===== src/rtl/ram_port_arbiter_if.sv =====
// Requester, display and RAM command bundle for the data-RAM arbiter.
// The master side is the requesters plus the RAM; the slave side is the arbiter.
interface ram_port_arbiter_if #(
    parameter int AW = 15,
    parameter int DW = 16
);
    logic          core_req;
    logic          core_we;
    logic [AW-1:0] core_addr;
    logic [DW-1:0] core_wdata;
    logic          core_gnt;
    logic          core_rvalid;
    logic [DW-1:0] core_rdata;

    logic          vid_req;
    logic [AW-1:0] vid_addr;
    logic          vid_gnt;
    logic          vid_rvalid;
    logic [DW-1:0] vid_rdata;

    logic [AW-1:0] ram_addr;
    logic          ram_we;
    logic [DW-1:0] ram_wdata;
    logic [DW-1:0] ram_rdata;

    modport master (
        output core_req, core_we, core_addr, core_wdata,
        input  core_gnt, core_rvalid, core_rdata,
        output vid_req, vid_addr,
        input  vid_gnt, vid_rvalid, vid_rdata,
        input  ram_addr, ram_we, ram_wdata,
        output ram_rdata
    );

    modport slave (
        input  core_req, core_we, core_addr, core_wdata,
        output core_gnt, core_rvalid, core_rdata,
        input  vid_req, vid_addr,
        output vid_gnt, vid_rvalid, vid_rdata,
        output ram_addr, ram_we, ram_wdata,
        input  ram_rdata
    );
endinterface


===== src/rtl/ram_port_arbiter.sv =====
// Shares the single-port data RAM between core and display scan-out.
// Display wins by default; a saturating starve counter lets the core through.
module ram_port_arbiter #(
    parameter int AW           = 15,
    parameter int DW           = 16,
    parameter int STARVE_LIMIT = 4
) (
    input logic              clk,
    input logic              rst,
    ram_port_arbiter_if.slave bus
);
    localparam logic [7:0] Limit = 8'(STARVE_LIMIT);

    logic [7:0]    starveCnt;
    logic          coreWin;
    logic          vidGnt;
    logic          coreGnt;
    logic [AW-1:0] ramAddr;
    logic          ramWe;
    logic [DW-1:0] ramWdata;
    logic          tagValid0;
    logic          tagCore0;
    logic          tagValid1;
    logic          tagCore1;
    logic [DW-1:0] coreHold;
    logic [DW-1:0] vidHold;
    logic          coreRvalid;
    logic          vidRvalid;

    // Grant: display first, core once it has been denied Limit times in a row.
    always_comb begin
        coreWin = bus.core_req && (starveCnt == Limit);
        vidGnt  = !rst && bus.vid_req && !coreWin;
        coreGnt = !rst && bus.core_req && !vidGnt;
    end

    // Starve counter: counts consecutive denied core cycles, saturating.
    always_ff @(posedge clk) begin
        if (rst || !bus.core_req || coreGnt)
            starveCnt <= '0;
        else if (starveCnt != Limit)
            starveCnt <= starveCnt + 8'd1;
    end

    // RAM command register; the display port can only read.
    always_ff @(posedge clk) begin
        if (rst) begin
            ramAddr  <= '0;
            ramWe    <= 1'b0;
            ramWdata <= '0;
        end else if (vidGnt) begin
            ramAddr  <= bus.vid_addr;
            ramWe    <= 1'b0;
        end else if (coreGnt) begin
            ramAddr  <= bus.core_addr;
            ramWe    <= bus.core_we;
            ramWdata <= bus.core_wdata;
        end else begin
            ramWe    <= 1'b0;
        end
    end

    // Two-stage owner tag, lined up with the RAM's one-cycle read latency.
    always_ff @(posedge clk) begin
        if (rst) begin
            tagValid0 <= 1'b0;
            tagCore0  <= 1'b0;
            tagValid1 <= 1'b0;
            tagCore1  <= 1'b0;
        end else begin
            tagValid0 <= vidGnt || (coreGnt && !bus.core_we);
            tagCore0  <= coreGnt;
            tagValid1 <= tagValid0;
            tagCore1  <= tagCore0;
        end
    end

    always_comb begin
        coreRvalid = tagValid1 && tagCore1;
        vidRvalid  = tagValid1 && !tagCore1;
    end

    // Last returned word per requester, shown while that requester is idle.
    always_ff @(posedge clk) begin
        if (rst) begin
            coreHold <= '0;
            vidHold  <= '0;
        end else begin
            if (coreRvalid)
                coreHold <= bus.ram_rdata;
            if (vidRvalid)
                vidHold <= bus.ram_rdata;
        end
    end

    assign bus.core_gnt    = coreGnt;
    assign bus.vid_gnt     = vidGnt;
    assign bus.core_rvalid = coreRvalid;
    assign bus.vid_rvalid  = vidRvalid;
    assign bus.core_rdata  = coreRvalid ? bus.ram_rdata : coreHold;
    assign bus.vid_rdata   = vidRvalid ? bus.ram_rdata : vidHold;
    assign bus.ram_addr    = ramAddr;
    assign bus.ram_we      = ramWe;
    assign bus.ram_wdata   = ramWdata;
endmodule


===== src/flat_wrapper.sv =====
// flat-port wrapper written by rule: the top's interface ports become plain ports
module ram_port_arbiter_flat 
#(
    parameter int AW           = 15,
    parameter int DW           = 16,
    parameter int STARVE_LIMIT = 4
)
  (clk, rst, bus_core_req, bus_core_we, bus_core_addr, bus_core_wdata, bus_core_gnt, bus_core_rvalid, bus_core_rdata, bus_vid_req, bus_vid_addr, bus_vid_gnt, bus_vid_rvalid, bus_vid_rdata, bus_ram_addr, bus_ram_we, bus_ram_wdata, bus_ram_rdata);
  ram_port_arbiter_if #(.AW(AW), .DW(DW)) bus_i ();
  input logic clk;
  input logic rst;
  input wire logic [$bits(bus_i.core_req)-1:0] bus_core_req;
  input wire logic [$bits(bus_i.core_we)-1:0] bus_core_we;
  input wire logic [$bits(bus_i.core_addr)-1:0] bus_core_addr;
  input wire logic [$bits(bus_i.core_wdata)-1:0] bus_core_wdata;
  output wire logic [$bits(bus_i.core_gnt)-1:0] bus_core_gnt;
  output wire logic [$bits(bus_i.core_rvalid)-1:0] bus_core_rvalid;
  output wire logic [$bits(bus_i.core_rdata)-1:0] bus_core_rdata;
  input wire logic [$bits(bus_i.vid_req)-1:0] bus_vid_req;
  input wire logic [$bits(bus_i.vid_addr)-1:0] bus_vid_addr;
  output wire logic [$bits(bus_i.vid_gnt)-1:0] bus_vid_gnt;
  output wire logic [$bits(bus_i.vid_rvalid)-1:0] bus_vid_rvalid;
  output wire logic [$bits(bus_i.vid_rdata)-1:0] bus_vid_rdata;
  output wire logic [$bits(bus_i.ram_addr)-1:0] bus_ram_addr;
  output wire logic [$bits(bus_i.ram_we)-1:0] bus_ram_we;
  output wire logic [$bits(bus_i.ram_wdata)-1:0] bus_ram_wdata;
  input wire logic [$bits(bus_i.ram_rdata)-1:0] bus_ram_rdata;
  assign bus_i.core_req = bus_core_req;
  assign bus_i.core_we = bus_core_we;
  assign bus_i.core_addr = bus_core_addr;
  assign bus_i.core_wdata = bus_core_wdata;
  assign bus_core_gnt = bus_i.core_gnt;
  assign bus_core_rvalid = bus_i.core_rvalid;
  assign bus_core_rdata = bus_i.core_rdata;
  assign bus_i.vid_req = bus_vid_req;
  assign bus_i.vid_addr = bus_vid_addr;
  assign bus_vid_gnt = bus_i.vid_gnt;
  assign bus_vid_rvalid = bus_i.vid_rvalid;
  assign bus_vid_rdata = bus_i.vid_rdata;
  assign bus_ram_addr = bus_i.ram_addr;
  assign bus_ram_we = bus_i.ram_we;
  assign bus_ram_wdata = bus_i.ram_wdata;
  assign bus_i.ram_rdata = bus_ram_rdata;
  ram_port_arbiter #(.AW(AW), .DW(DW), .STARVE_LIMIT(STARVE_LIMIT)) u_core (.clk(clk), .rst(rst), .bus(bus_i));
endmodule

===== config.mk =====
export PLATFORM = sky130hd
export DESIGN_NAME = ram_port_arbiter_flat
export DESIGN_NICKNAME = d
export VERILOG_FILES = /design/src/rtl/ram_port_arbiter_if.sv /design/src/rtl/ram_port_arbiter.sv /design/src/flat_wrapper.sv
export SDC_FILE = /design/constraint.sdc
export NUM_CORES = 1
export LEC_CHECK = 0
export BUFFER_PORTS_ARGS = -buffer_cell sky130_fd_sc_hd__buf_2
export CAP_MARGIN = 20
export CORE_UTILIZATION = 46
export CTS_CLUSTER_DIAMETER = 30
export DETAILED_ROUTE_END_ITERATION = 8
export PLACE_DENSITY_LB_ADDON = 0.1
export SLEW_MARGIN = 20
export SYNTH_ARGS = -nofsm -noshare
export SYNTH_HDL_FRONTEND = slang
export SYNTH_SLANG_ARGS = --single-unit

===== constraint.sdc =====
create_clock -name clk -period 4.84 [get_ports clk]
set_input_delay 1.452 -clock clk [delete_from_list [all_inputs] [get_ports clk]]
set_output_delay 1.452 -clock clk [all_outputs]
set_load 0.02 [all_outputs]

==> flow_metrics.py <==
metrics = {
    "global_routing": {
        "overflow": 0,
        "grt_max_degree": 40,
        "grt_pass1_vias": 2346,
        "track_usage": 0.191,
        "antenna_found_initial": 0,
        "grt_pass1_wl_um": 10600,
    },
    "place": {
        "placedCellCount": 479,
        "io_buffers": 134,
        "gp_congestion": 0.760,
        "dpl.hpwl_um": 4580,
    },
    "clock_network": {
        "post_cts.repair.setup_buffers": 0,
        "clock_latency_ps": 340,
        "cts_tree": "built",
        "postCtsHoldBufs": 0,
        "clk_pin_slew_ps": 70,
        "cts_made_buffers": 9,
        "clock_sinks": 76,
        "cts.path.max_buffers": 2,
        "h-tree-depth": 3,
        "root_buffer": "clkbuf_8",
        "cts-resized-gates": 0,
    },
    "route": {
        "wl_per_cell_um": 12.8,
        "vias": 2368,
        "drt_wl_total_um": 6340,
        "drcViolationCount": 9,
        "drt-vias-per-instance": 4.78,
        "drtIter0Drc": 101,
        "dr.pass1.iters": 6,
        "antenna_left": 0,
    },
    "yosys": {
        "syn_inst": 281,
        "synth.most_common_cell": "dfxtp_1",
        "syn_nets": 350,
        "yosysSeqAreaShare": 0.487,
        "ys_types": 27,
        "yosysTopAreaCell": "dfxtp_1",
        "ys.flop_type": "dfxtp_1",
        "syn_avg_cell_area_um2": 11.1,
        "ys_top_cells_by_area": "dfxtp_1, mux2_2, nor2b_1",
        "synth_enable_flop_cells": 0,
        "synth_top_area_frac": 0.487,
        "synth_common_cells": "dfxtp_1, nor2b_1, mux2_2, nor2_1",
        "synth_area_um2": 3120,
        "postSynth.asyncResetShare": 0,
        "yosysWarnings": 0,
        "ys_seq_elements": 76,
    },
    "final_layout": {
        "final_cells": 495,
        "fin_util": 0.632,
        "drive_above_1_share": 0.495,
        "diodes": 0,
        "area_growth_pct": 30.6,
        "nFillCells": 574,
        "nets": 482,
        "multi_input_area_um2": 1480,
        "regArea_um2": 1520,
    },
    "die": {
        "io_pins": 135,
        "die_w_um": 84.4,
        "dieHeight_um": 84.4,
        "die_area_um2": 7130,
        "rows": 29,
        "initial_core_util": 0.484,
        "core_um2": 6460,
    },
    "run_status": {
        "status": "finished with violations",
        "violations": "design-rule violations",
    },
    "sta": {
        "max_slew_margin": 0.433,
        "holdWs_ps": 442,
        "max_freq_mhz": 270,
        "layout_min_cycle_time_ps": 3700,
        "fin_crit_sh": 0.764,
        "worst_pin_slew_ps": 850,
        "maxSlewViolCount": 0,
        "skew_ps": 9.11,
        "rsz0062_at_grt": "no",
        "setup_viol": 0,
        "fin_setup_tns_ps": 0,
        "finalHoldViolCount": 0,
    },
    "worst_setup_path": {
        "cp-start-kind": "input pin",
        "timing.rr.end": "u_core.bus.ram_addr[1]",
        "critPathArrivalTime_ps": 2250,
        "crit_start": "rst",
        "critPathKind": "input pin to primary output",
        "rrSetupSlack_ps": 2920,
        "end_kind": "primary output",
        "r2r_start": "u_core.starveCnt[0]",
        "worstPathMaxFanout": 28,
        "worstSetupEndpoint": "bus_vid_gnt",
        "rr_worst_depth": 7,
        "crit_required_ps": 3390,
    },
    "job": {
        "max_cap_viol_count": 0,
    },
    "power": {
        "power_density_nw_per_um2": 351,
        "ir_drop_uv": 250,
        "total_power_uw": 1430,
        "p_leak_uw": 0.00204,
    },
    "min_path": {
        "min_path_type": "flop to flop",
    },
}
## placed cells by master, fill, tap and decap left out, types with 2 or more instances in the layout
cell type and n:
nor2_1 25, inv_1 9, dfxtp_1 76, a211oi_1 15, mux2i_1 15, mux2_4 7
clkbuf_8 10, buf_4 4, ha_1 2, nand2_1 2, mux2_2 41, xor2_1 5
buf_2 134, nand3_1 5, bufinv_16 3, nand2b_1 2, nor2b_1 50
## area by class of cell
cell class / instances / area share
clock buffer: 11 / 0.0347
sequential: 76 / 0.373
inverter: 9 / 0.00828
clock inverter: 5 / 0.0264
tap: 77 / 0.0236
timing repair buffer: 138 / 0.172
multi-input combinational: 179 / 0.362
## cell families after synthesis
logic type	share of synthesized area
xor+xnor	0.0168
buf+inv	0.0461
simple gates	0.164
flops	0.487
compound gates	0.0489
mux	0.229
fa+ha+maj	0.00801
## stage by stage
step,area (µm²),worst slack [ps]
2_1_floorplan,3120,1210
3_3_place_gp,3820,1130
3_5_place_dp,3820,1120
4_1_cts,4070,1120
5_1_grt,4080,1100
6_report,4080,1140
## worst max-delay path, cell delays in order
cell,delay [ps]
buf_2,110
buf_4,220
a311oi_4,230
buf_2,220
## metal layers
layer	wire, µm	global-route usage
met1	2700	0.213
met2	3160	0.336
met3	420	0.0757
met4	59	0.0555
met5	0	0
## report_power, final
part           switching, µW  internal, µW  leakage [µW]
Clock                    224           360      0.000124
Combinational            102          83.3       0.00130
Sequential              10.1           652      0.000621
Total                    335          1090       0.00204
## sequential cells by signal, summed over array words and instances, names as in the netlist
register / cells
u_core.bus.ram_we: 1
u_core.starveCnt: 8
u_core.tagCore0: 1
u_core.tagValid1: 1
u_core.vidHold: 16
u_core.coreHold: 16
u_core.tagValid0: 1
u_core.bus.ram_addr: 15
u_core.bus.ram_wdata: 16
u_core.tagCore1: 1
## worst min-delay path by stage
stage	end	cells past startpoint	slack, ps	startpoint
after floorplan	u_core.tagCore1	1	410	u_core.tagCore0
after global placement	u_core.tagCore1	1	420	u_core.tagCore0
after detailed placement	u_core.tagValid1	1	430	u_core.tagValid0
after CTS	u_core.tagValid1	1	450	u_core.tagValid0
after global routing	u_core.tagValid1	1	470	u_core.tagValid0
final	u_core.tagCore1	1	440	u_core.tagCore0
Note: power is estimated with default switching activity, not from simulation.
